===== config.mk =====
export PLATFORM = sky130hd
export DESIGN_NAME = hybrid_sequencer
export DESIGN_NICKNAME = d
export VERILOG_FILES = /design/src/rtl/hybrid_seq_pkg.sv /design/src/rtl/hybrid_sequencer_mod_counter.sv /design/src/rtl/hybrid_sequencer.sv
export SDC_FILE = /design/constraint.sdc
export NUM_CORES = 1
export LEC_CHECK = 0
export BUFFER_PORTS_ARGS = -buffer_cell sky130_fd_sc_hd__buf_2
export CAP_MARGIN = 20
export CORE_UTILIZATION = 55
export DETAILED_ROUTE_END_ITERATION = 6
export PLACE_DENSITY = 0.86
export SLEW_MARGIN = 10
export SYNTH_ARGS = -nofsm -noshare
export SYNTH_HDL_FRONTEND = slang
export SYNTH_SLANG_ARGS = --single-unit

===== constraint.sdc =====
create_clock -name clkRecurse -period 3 [get_ports clkRecurse]
set_input_delay 0.15 -clock clkRecurse [delete_from_list [all_inputs] [get_ports clkRecurse]]
set_output_delay 0.15 -clock clkRecurse [all_outputs]
set_load 0.02 [all_outputs]

===== src/rtl/hybrid_seq_pkg.sv =====
// Shared types and helpers for the hybrid filter sequencer.
//   seq_state_t : sequencer FSM states (IDLE, FILL, SETTLE, RUN)
//   ValidDelay  : number of downsampled samples from start-up until the
//                 filter output is valid. The top-level output delay
//                 alignment uses the same function.
package hybrid_seq_pkg;

  typedef enum logic [1:0] {
    SEQ_IDLE   = 2'd0,
    SEQ_FILL   = 2'd1,
    SEQ_SETTLE = 2'd2,
    SEQ_RUN    = 2'd3
  } seq_state_t;

  // Fill depth, plus two register stages, plus the extra lookahead adder-tree
  // layers. The extra layers count only when that tree is deeper than the
  // lookback tree.
  function automatic int ValidDelay(input int ds_depth, input int ahead, input int back);
    return ds_depth + 2 + ((ahead > back) ? ahead : 0);
  endfunction

endpackage


===== src/rtl/hybrid_sequencer_mod_counter.sv =====
// mod_counter: modulo-MOD up-counter with asynchronous active-low reset.
//   clk   : clock
//   rst   : asynchronous reset, active-low
//   clr   : synchronous clear to 0 (priority over en)
//   en    : count enable
//   count : current value, 0..MOD-1
//   wrap  : combinational, high when en=1 and count=MOD-1 (next value wraps to 0)
// With MOD==1 the counter is constant 0 and wrap equals en.
module mod_counter #(
  parameter int MOD = 6,
  parameter int W   = 3
) (
  input  logic         clk,
  input  logic         rst,
  input  logic         clr,
  input  logic         en,
  output logic [W-1:0] count,
  output logic         wrap
);

  localparam logic [W-1:0] LAST = W'(MOD - 1);
  localparam logic [W-1:0] ONE  = W'(1);

  logic [W-1:0] count_q;

  assign count = count_q;
  assign wrap  = en && (count_q == LAST);

  always_ff @(posedge clk or negedge rst) begin
    if (!rst) begin
      count_q <= '0;
    end else if (clr) begin
      count_q <= '0;
    end else if (en) begin
      count_q <= (count_q == LAST) ? '0 : count_q + ONE;
    end
  end

endmodule


===== src/rtl/hybrid_sequencer.sv =====
// hybrid_sequencer: single-clock sequencer for the two-stage hybrid filter.
// A phase counter and clock enables replace a derived downsample clock.
//   clkRecurse : recursion-rate clock
//   rst        : asynchronous reset, active-low
//   enable     : 1 runs the sequence, 0 freezes all state
//   resync     : one-cycle pulse that restarts the sequence from phase 0
//   phase      : position within the downsample period, 0..DSR2-1
//   ds_en      : one-cycle enable, issued once per downsampled sample
//   ds_clk     : square-wave phase marker, high while phase < DSR2/2
//   compute_en : gates the recursion inputs once the lookahead register is full
//   valid      : filter output valid, after the pipeline has settled
//   ds_count   : number of ds_en pulses since start, saturating at VALID_DELAY
//   state      : current FSM state, for debug
// compute_en and valid are level flags, not handshakes. Once set, each stays
// high until rst or resync clears it.
module hybrid_sequencer
  import hybrid_seq_pkg::*;
#(
  parameter  int DSR2            = 6,
  parameter  int DS_DEPTH        = 6,
  parameter  int LUT_AHEAD_DELAY = 2,
  parameter  int LUT_BACK_DELAY  = 1,
  localparam int VALID_DELAY     = ValidDelay(DS_DEPTH, LUT_AHEAD_DELAY, LUT_BACK_DELAY),
  localparam int CW              = $clog2(VALID_DELAY + 1),
  localparam int PW              = (DSR2 > 1) ? $clog2(DSR2) : 1
) (
  input  logic          clkRecurse,
  input  logic          rst,
  input  logic          enable,
  input  logic          resync,
  output logic [PW-1:0] phase,
  output logic          ds_en,
  output logic          ds_clk,
  output logic          compute_en,
  output logic          valid,
  output logic [CW-1:0] ds_count,
  output seq_state_t    state
);

  localparam logic [CW-1:0] VD_C   = CW'(VALID_DELAY);
  localparam logic [CW-1:0] DSD_C  = CW'(DS_DEPTH);
  localparam logic [CW-1:0] CNT1   = CW'(1);
  localparam logic [PW-1:0] PH1    = PW'(1);
  localparam logic [PW-1:0] HALF_C = PW'(DSR2 / 2);

  seq_state_t    state_q, state_d;
  logic [CW-1:0] cnt_q, cnt_d;
  logic          ce_q, ce_d;
  logic          valid_q, valid_d;
  logic          dsclk_q, dsclk_d;

  logic          ph_en;
  logic          ph_wrap;
  logic [PW-1:0] ph_next;

  // ds_clk level for a given phase. A one-cycle period has no low half, so
  // the marker stays high whenever the sequence is active.
  function automatic logic phase_high(input logic [PW-1:0] p);
    return (DSR2 == 1) || (p < HALF_C);
  endfunction

  assign ph_en   = (state_q != SEQ_IDLE) && enable;
  assign ph_next = ph_wrap ? '0 : phase + PH1;

  mod_counter #(
    .MOD (DSR2),
    .W   (PW)
  ) u_phase (
    .clk   (clkRecurse),
    .rst   (rst),
    .clr   (resync),
    .en    (ph_en),
    .count (phase),
    .wrap  (ph_wrap)
  );

  // Decoded directly from registers. A resync in the same cycle leaves this
  // pulse visible but keeps it out of ds_count.
  assign ds_en = ph_en && (phase == '0);

  always_comb begin
    state_d = state_q;
    cnt_d   = cnt_q;
    ce_d    = ce_q;
    valid_d = valid_q;
    dsclk_d = dsclk_q;
    if (resync) begin
      state_d = enable ? SEQ_FILL : SEQ_IDLE;
      cnt_d   = '0;
      ce_d    = 1'b0;
      valid_d = 1'b0;
      dsclk_d = 1'b0;
    end else if (enable) begin
      if (state_q == SEQ_IDLE) begin
        // Leaving IDLE: the first FILL cycle sits at phase 0.
        state_d = SEQ_FILL;
        dsclk_d = phase_high('0);
      end else begin
        dsclk_d = phase_high(ph_next);
        if (ds_en && (cnt_q != VD_C)) begin
          cnt_d = cnt_q + CNT1;
        end
        // Transitions key on the count value being written at this edge, so
        // the flags rise one cycle after the ds_en that completes the count.
        if ((state_q == SEQ_FILL) && (cnt_d == DSD_C)) begin
          state_d = SEQ_SETTLE;
          ce_d    = 1'b1;
        end
        if ((state_q == SEQ_SETTLE) && (cnt_d == VD_C)) begin
          state_d = SEQ_RUN;
          valid_d = 1'b1;
        end
      end
    end
  end

  always_ff @(posedge clkRecurse or negedge rst) begin
    if (!rst) begin
      state_q <= SEQ_IDLE;
      cnt_q   <= '0;
      ce_q    <= 1'b0;
      valid_q <= 1'b0;
      dsclk_q <= 1'b0;
    end else begin
      state_q <= state_d;
      cnt_q   <= cnt_d;
      ce_q    <= ce_d;
      valid_q <= valid_d;
      dsclk_q <= dsclk_d;
    end
  end

  assign ds_clk     = dsclk_q;
  assign compute_en = ce_q;
  assign valid      = valid_q;
  assign ds_count   = cnt_q;
  assign state      = state_q;

endmodule


==> flow_metrics.py <==
metrics = {
    "outcome": {
        "status": "finished clean",
    },
    "clocking": {
        "clkLatencyLatePin_ns": 0.27,
        "cts_root_buf": "clkbuf_4",
        "htree_levels": 1,
        "clock-sinks": 12,
        "cts.path.max_buffers": 2,
        "cts_buffers": 3,
        "post_cts_resized": 0,
        "cts_hold_buf": 1,
        "postCtsSetupRepairBufs": 0,
        "path_clk_slew_ns": 0.07,
        "cts_tree": "yes",
    },
    "finish": {
        "diodes": 0,
        "instances_no_fill": 111,
        "drive_gt1_frac": 0.2577,
        "syn_to_final_growth_pct": 16.86,
        "seqCellArea_um2": 300.3,
        "finalInstanceArea_um2": 875.8,
        "fin_nets": 108,
        "fill_cells": 81,
        "multi_input_area_um2": 419.2,
    },
    "critical_path": {
        "startpoint_type": "flip-flop",
        "cp_max_fo": 6,
        "reg2reg_to": "state[0]$_DFFE_PN0P_",
        "reg2reg_from": "ds_count[0]$_DFFE_PN0P_",
        "ff2ff_path_depth": 7,
        "worstPathRequired_ns": 3.16,
        "r2r_setup_slack_ns": 0.85,
        "worstSetupPathType": "flip-flop to flip-flop",
        "arrival_ns": 2.31,
        "endpoint_kind": "flip-flop",
        "crit_start": "ds_count[0]$_DFFE_PN0P_",
    },
    "drt": {
        "drt_pass1_iterations": 4,
        "vias_per_cell": 5.883,
        "route.detailed.drc": 0,
        "vias": 653,
        "wl_um": 1492,
        "wl_per_cell_um": 13.44,
        "ant_nets": 0,
        "drtIter0Drc": 16,
    },
    "floorplan": {
        "coreArea_um2": 1186,
        "die_h_um": 38.92,
        "die_area_um2": 1514,
        "rows": 12,
        "initial_core_util": 0.6319,
        "ioPinCount": 17,
        "fp.dieW_um": 38.92,
    },
    "global_routing": {
        "grt_usage": 0.2380,
        "grt_pass1_wl_um": 2408,
        "grt_max_degree": 14,
        "antenna_found_initial": 0,
        "grt_pass1_vias": 568,
        "gr-total-overflow": 0,
    },
    "power_and_ir_drop": {
        "power.leakage_nw": 0.4173,
        "peakVddDrop_mv": 0.3844,
        "powerDensity_nw_per_um2": 396.5,
    },
    "min_path": {
        "whs_endpoint": "state[0]$_DFFE_PN0P_",
        "min_path_type": "input pin to flip-flop",
        "min_path_cells": 2,
        "hold_start": "enable",
    },
    "placed_design": {
        "dp_hpwl_um": 1101,
        "globalplace.congestion": 0.8635,
        "placed_cells": 107,
        "dpl_cell_area_um2": 843.3,
        "portBuffers": 16,
    },
    "synth": {
        "synth_nets": 87,
        "syn_avg_cell_area_um2": 9.609,
        "ys_ff_latch": 12,
        "async_flop_share": 1.000,
        "synth_top_flop_cell": "dfrtp_1",
        "yosysWarnings": 0,
        "synth_edf_count": 0,
        "synth.cell_area_um2": 749.5,
        "netlist-cell-type-count": 32,
        "synth_seq_area_share": 0.4007,
        "synthesis.instances": 78,
    },
    "sta": {
        "setup_violations": 0,
        "rsz0062_at_grt": "no",
        "slew_viol_final": 0,
        "max_slew_margin": 0.6797,
        "period_share": 0.7171,
        "clock_skew_ns": 0.0003586,
        "period_needed_ns": 2.151,
        "hold_viol_final": 0,
        "worstMarginPinSlew_ns": 0.4763,
        "whs_ns": 0.1912,
        "fmax_mhz": 464.8,
        "fin_setup_tns_ns": 0,
    },
    "flow_run": {
        "cap_violations": 0,
    },
}
area by class of cell:
type,count,share of cell area
repair buffers,17,0.1029
multi-input cells,58,0.4786
flip-flops and latches,12,0.3429
well taps,14,0.02000
clock buffers,3,0.02571
inverters,7,0.03000
Yosys cell counts, types with 2 or more instances:
cell type | instances | area [um^2]
dfrtp_1 | 12 | 300.3
a21oi_1 | 9 | 45.04
nor2_1 | 8 | 30.03
inv_1 | 7 | 26.28
ha_1 | 5 | 62.56
and3b_1 | 3 | 26.28
nand2_1 | 3 | 11.26
o21ai_0 | 3 | 15.01
nand3_1 | 2 | 10.01
nor2b_1 | 2 | 12.51
nor3_1 | 2 | 10.01
xnor2_1 | 2 | 17.52
layout by cell type (no fill, tap or decap):
cell           instances
a41oi_2                1
or3_4                  1
and3_2                 1
o21a_1                 1
o2111ai_1              1
nor2b_1                2
o211a_1                1
or2b_1                 1
o21ai_0                3
dfrtp_1               12
clkbuf_4               3
nand3_1                2
o32a_1                 1
xnor2_1                2
dlygate4sd3_1          1
nand2_1                3
nor3_1                 2
a211oi_1               1
o22ai_4                1
a21oi_1                9
and3_1                 1
nand3b_1               1
o21ai_2                1
o31ai_1                1
mux2i_1                1
nand2b_2               1
ha_1                   5
mux2_1                 1
inv_1                  7
and3b_1                3
buf_2                 16
nor2_1                 8
nand4_1                1
nand2b_1               1
worst max-delay path: stages, from the launching register on:
cell and delay, ns:
dfrtp_1 0.47, inv_1 0.11, ha_1 0.22, and3b_1 0.19, or3_4 0.36, o22ai_4 0.23
a41oi_2 0.12, o32a_1 0.33
registers in the layout, summed over array words and instances, names as in the netlist:
name	cells
ds_count	4
compute_en	1
valid	1
ds_clk	1
u_phase.count	3
state	2
how the worst max path moves through the flow:
stage	to	slack [ns]	depth (start not counted)
after floorplan	state[0]$_DFFE_PN0P_	0.85	7
after global placement	state[0]$_DFFE_PN0P_	0.94	7
after detailed placement	state[0]$_DFFE_PN0P_	0.87	7
after CTS	state[0]$_DFFE_PN0P_	0.85	7
after global routing	state[0]$_DFFE_PN0P_	0.72	7
final	state[0]$_DFFE_PN0P_	0.85	7
per-layer routing:
| metal | share of wire | track usage | up-vias |
|---|---|---|---|
| met3 | 0.035 | 0.01734 | 7 |
| met4 | 0.019 | 0.1293 | 0 |
| met1 | 0.48 | 0.3271 | 301 |
| met5 | 0 | 0 | - |
| li1 | - | - | 317 |
| met2 | 0.46 | 0.3708 | 28 |
logic make-up (layout without fill, tap and decap cells):
group | after synthesis | in the layout | share of synthesized area
compound gates | 21 | 21 | 0.2087
fa+ha+maj | 5 | 5 | 0.08347
flops | 12 | 12 | 0.4007
simple gates | 28 | 28 | 0.2154
mux | 2 | 2 | 0.02838
buf+inv | 8 | 27 | 0.04007
xor+xnor | 2 | 2 | 0.02338
through the flow:
stage	util	total power, mW	worst slack [ns]
2_1_floorplan	-	0.2286	0.8520
3_3_place_gp	0.7110	0.2495	0.9402
3_5_place_dp	0.7110	0.2523	0.8680
4_1_cts	0.7384	0.3487	0.8453
5_1_grt	0.7384	0.3622	0.7161
6_report	0.7384	0.3473	0.8486
report_power, final:
part / switching, mW / internal (mW)
registers: 0.00909 / 0.168
clock network: 0.0500 / 0.0464
logic: 0.0456 / 0.0281
Note: power is estimated with default switching activity, not from simulation.
